===== config.mk =====
export PLATFORM = sky130hd
export DESIGN_NAME = fifo_wr_ptr_ctrl
export DESIGN_NICKNAME = d
export VERILOG_FILES = /design/src/rtl/fifo_wr_ptr_ctrl.sv
export SDC_FILE = /design/constraint.sdc
export NUM_CORES = 1
export LEC_CHECK = 0
export CAP_MARGIN = 25
export CORE_UTILIZATION = 53
export DETAILED_ROUTE_END_ITERATION = 7
export DONT_BUFFER_PORTS = 1
export HOLD_SLACK_MARGIN = 0.03
export PLACE_DENSITY = 0.71
export SETUP_SLACK_MARGIN = 0.15
export SKIP_LAST_GASP = 1
export SLEW_MARGIN = 20
export SYNTH_ARGS = -nofsm -noshare
export SYNTH_HDL_FRONTEND = slang
export SYNTH_SLANG_ARGS = --single-unit
export TNS_END_PERCENT = 50

===== constraint.sdc =====
create_clock -name clk -period 2.58 [get_ports clk]
set_input_delay 0.645 -clock clk [delete_from_list [all_inputs] [get_ports clk]]
set_output_delay 0.645 -clock clk [all_outputs]
set_load 0.005 [all_outputs]

===== src/rtl/fifo_wr_ptr_ctrl.sv =====
// Write-side pointer and flag controller for an asynchronous FIFO.
// Owns the binary/Gray write pointer, gates writes while full and
// produces registered full, almost_full, free-space and sticky overflow.
// rd_addr is expected already synchronized and converted to binary.
module fifo_wr_ptr_ctrl #(
  parameter int DEEPWID = 3
) (
  input  logic               clk,
  input  logic               rst_n,
  input  logic               wr_en,
  input  logic [DEEPWID:0]   rd_addr,
  input  logic [DEEPWID-1:0] cfg_almost_full,
  input  logic               clr_ovf,
  output logic               mem_we,
  output logic [DEEPWID-1:0] mem_waddr,
  output logic [DEEPWID:0]   wr_addr,
  output logic [DEEPWID:0]   wr_addr_gray,
  output logic               full,
  output logic               almost_full,
  output logic [DEEPWID:0]   free_num,
  output logic               overflow
);

  localparam int DEPTH = 1 << DEEPWID;
  localparam logic [DEEPWID:0] DEPTH_V = DEPTH[DEEPWID:0];

  logic             wr_acc;
  logic [DEEPWID:0] wr_nxt;
  logic [DEEPWID:0] used;
  logic [DEEPWID:0] free_nxt;

  // Next pointer and occupancy as seen after this cycle's accepted write.
  // Modulo arithmetic on the wrap-bit-extended pointers gives 0..DEPTH.
  always_comb begin
    wr_acc   = wr_en & ~full;
    wr_nxt   = wr_addr + {{DEEPWID{1'b0}}, wr_acc};
    used     = wr_nxt - rd_addr;
    free_nxt = DEPTH_V - used;
  end

  assign mem_we    = wr_acc;
  assign mem_waddr = wr_addr[DEEPWID-1:0];

  // Binary and Gray pointers, both registered from the same next value so
  // the Gray copy changes exactly one bit per accepted write.
  always_ff @(posedge clk or negedge rst_n) begin
    if (!rst_n) begin
      wr_addr      <= '0;
      wr_addr_gray <= '0;
    end else begin
      wr_addr      <= wr_nxt;
      wr_addr_gray <= wr_nxt ^ (wr_nxt >> 1);
    end
  end

  // Registered status flags; full is conservative in that a read advance
  // is only reflected one cycle after rd_addr changes.
  always_ff @(posedge clk or negedge rst_n) begin
    if (!rst_n) begin
      full        <= 1'b0;
      almost_full <= 1'b0;
      free_num    <= DEPTH_V;
    end else begin
      full        <= (used == DEPTH_V);
      almost_full <= (free_nxt <= {1'b0, cfg_almost_full});
      free_num    <= free_nxt;
    end
  end

  // Sticky overflow: a blocked write attempt sets it, set beats clear.
  always_ff @(posedge clk or negedge rst_n) begin
    if (!rst_n) begin
      overflow <= 1'b0;
    end else if (wr_en && full) begin
      overflow <= 1'b1;
    end else if (clr_ovf) begin
      overflow <= 1'b0;
    end
  end

endmodule


==> results.json <==
{
  "worstHoldPathType": "primary input to asynchronous set/reset pin",
  "status": "finished with violations",
  "period_minus_slack_ns": 2.55,
  "grt_pass1_wl_um": 1840,
  "top_usage_layer": "met2",
  "synthAdderAreaFrac_pct": 17.7,
  "place_area_um2": 857,
  "drt_first_iter_violations": 8,
  "cpPeakStageDelay_ns": 0.59,
  "detail-route-antenna-nets": 0,
  "ys_seq_area_share_pct": 47.0,
  "fin_crit_sh_pct": 98.9,
  "synth.mux.area_fraction_pct": 0,
  "grt_pass1_vias": 473,
  "synth_top_cell_by_area": "dfrtp_1",
  "criticalPathCategory": "primary input to flip-flop",
  "drc_errors": 2,
  "fin_cells": 90,
  "setup_viol": 0,
  "via_per_inst": 5.23,
  "ys_types": 20,
  "cts.clk_slew.worst_paths_ns": 0.08,
  "htree_levels": 1,
  "violations": "design-rule violations",
  "post-route-util_pct": 75.9,
  "maxSlewHeadroom_pct": 72.9,
  "cts_sinks": 14,
  "hold_viol_final": 0,
  "yosys_warnings": 0,
  "cts_tree": "built",
  "wirelength_um": 1200,
  "synth_top_family_by_area": "adder cells",
  "vias": 471,
  "fmax_ghz": 0.392,
  "dieArea_mm2": 0.00157,
  "synth_nets": 81,
  "antenna_found_initial": 0,
  "slowest_stage": "fa_2",
  "synth_simple_gate_area_share_pct": 6.19,
  "hpwl_um": 916,
  "insertion_delay_ns": 0.27,
  "fin_area_um2": 987,
  "startpoint_type": "primary input",
  "tightestPinTransition_ns": 0.402,
  "hold_buffers": 0,
  "cts_buffer_depth": 2,
  "synth-edff-count": 0,
  "cpMostUsedCell": "ha_4",
  "worst-path-buf-inv": 1,
  "globalRouteMet1Util_pct": 21.7,
  "synth_seq_cells": 14,
  "cp.required_ns": 2.75,
  "cts_buffers": 3,
  "area_growth_pct": 31.9,
  "synth_ff_type": "dfrtp_1",
  "die_y_um": 39.6,
  "initial_core_util_pct": 57.5,
  "final_cell_mix": "buf_4 (15), dfrtp_1 (13), inv_1 (7)",
  "ios": 30,
  "grtUsageTotal_pct": 19.0,
  "globalRouteMet3Util_pct": 1.70,
  "grt_overflow": 0,
  "netlist_area_um2": 748,
  "synth_top_area_share_pct": 43.5,
  "avgSynthCellArea_um2": 12.5,
  "crit_arrival_ns": 2.72,
  "synth-compound-area-share_pct": 3.85,
  "layout_commonest_cell": "buf_4",
  "cp-end-kind": "flip-flop",
  "routedWlPerCell_um": 13.3,
  "grt_max_degree": 15,
  "syn_inst": 60,
  "fp.dieW_um": 39.6,
  "cap_violations": 0,
  "cts-root-buf": "clkbuf_4",
  "io_buffers": 0,
  "dp.cells": 82,
  "antennaDiodeCount": 0,
  "skew_ns": 0.00105,
  "drv_slew": 0,
  "crit_family": "adder cells",
  "dr.pass1.iters": 5,
  "cp_max_fo": 2,
  "rows": 13,
  "synthXorXnorAreaFrac_pct": 16.7,
  "use_met2_pct": 31.6,
  "synth.area.top_cells": "dfrtp_1 (43%), ha_1 (15%), xor2_1 (4.7%), inv_1 (4.5%), buf_4 (4.0%)",
  "rsz0062_at_grt": "true",
  "coreArea_mm2": 0.00130,
  "final_layout_size_suffix_gt1_share_pct": 49.3,
  "place_congestion": 0.754,
  "nets": 97,
  "fin_setup_tns_ns": 0,
  "synthArstFlopShare_pct": 100,
  "path_cells": "nor2b_4 > ha_4 > ha_4 > inv_4 > fa_2 > ha_4 > ha_4 > nor2b_4 > o21ai_2 > a32oi_2 > nor2_1"
}
## repair_timing
action | 4_1_cts | 5_1_grt
setup buffers | 3 | 1
pin swaps | 9 | 7
endpoints found under the setup margin | 1 | 2
gates resized for setup | 2 | 7
## worst register-to-register path, delay by kind of cell (launching register included)
family / cells / cell delay (ns)
simple gates: 3 / 0.26
flops: 1 / 0.39
compound gates: 2 / 0.22
fa+ha+maj: 5 / 1.50
buf+inv: 1 / 0.04
## cells in the mapped netlist, types with 2 or more instances
library cell and n:
o21ai_0 3, nand2_1 2, nor2b_1 2, dfrtp_1 13, buf_4 4, xor2_1 4
inv_1 9, ha_1 9, xnor2_1 3
## final timing paths
path,start,to,slack (ns),depth (start not counted)
max reg2reg,full,almost_full,0.06,11
min in group clk,clr_ovf,overflow,0.48,1
min,rst_n,wr_addr_gray[0],0.05,0
min reg2reg,overflow,overflow,0.56,2
max in group asynchronous,rst_n,free_num[3],2.36,0
max,wr_en,almost_full,0.03,11
## per-layer routing
| metal | routed length [um] | part of all wire, % |
|---|---|---|
| met4 | 17 | 1.4 |
| met5 | 0 | 0 |
| met1 | 526 | 44 |
| met3 | 48 | 4.0 |
| met2 | 609 | 51 |
## flip-flops by register name, summed over array words and instances (netlist names)
name	flops
wr_addr_gray	3
free_num	4
almost_full	1
overflow	1
wr_addr	4
full	1
## final cells by class
| cell class | count | area, um2 |
|---|---|---|
| clock buffers | 4 | 36.3 |
| fillers | 82 | 314 |
| inverters | 9 | 36.3 |
| multi-input cells | 33 | 432 |
| flip-flops and latches | 14 | 352 |
| repair buffers | 15 | 113 |
| well taps | 15 | 18.8 |
## cell families after synthesis
kind of cell / after synthesis
DFF: 14
buffers and inverters: 13
xor gates and xnor gates: 10
adders and majority gates: 10
and+or+nand+nor: 8
AOI/OAI and AO/OA: 5
## per-stage QoR
stage | hold WS, ns | setup slack [ns]
finish | 0.0541 | 0.0285
global route | 0.0323 | -0.0587
CTS | 0.0462 | 0.0133
detailed placement | 0.350 | -0.363
global placement | 0.350 | -0.330
floorplan | 0.349 | -0.267
Power is not shown: default switching activity piles up to over one toggle a cycle in this logic, so the estimate is an artifact.
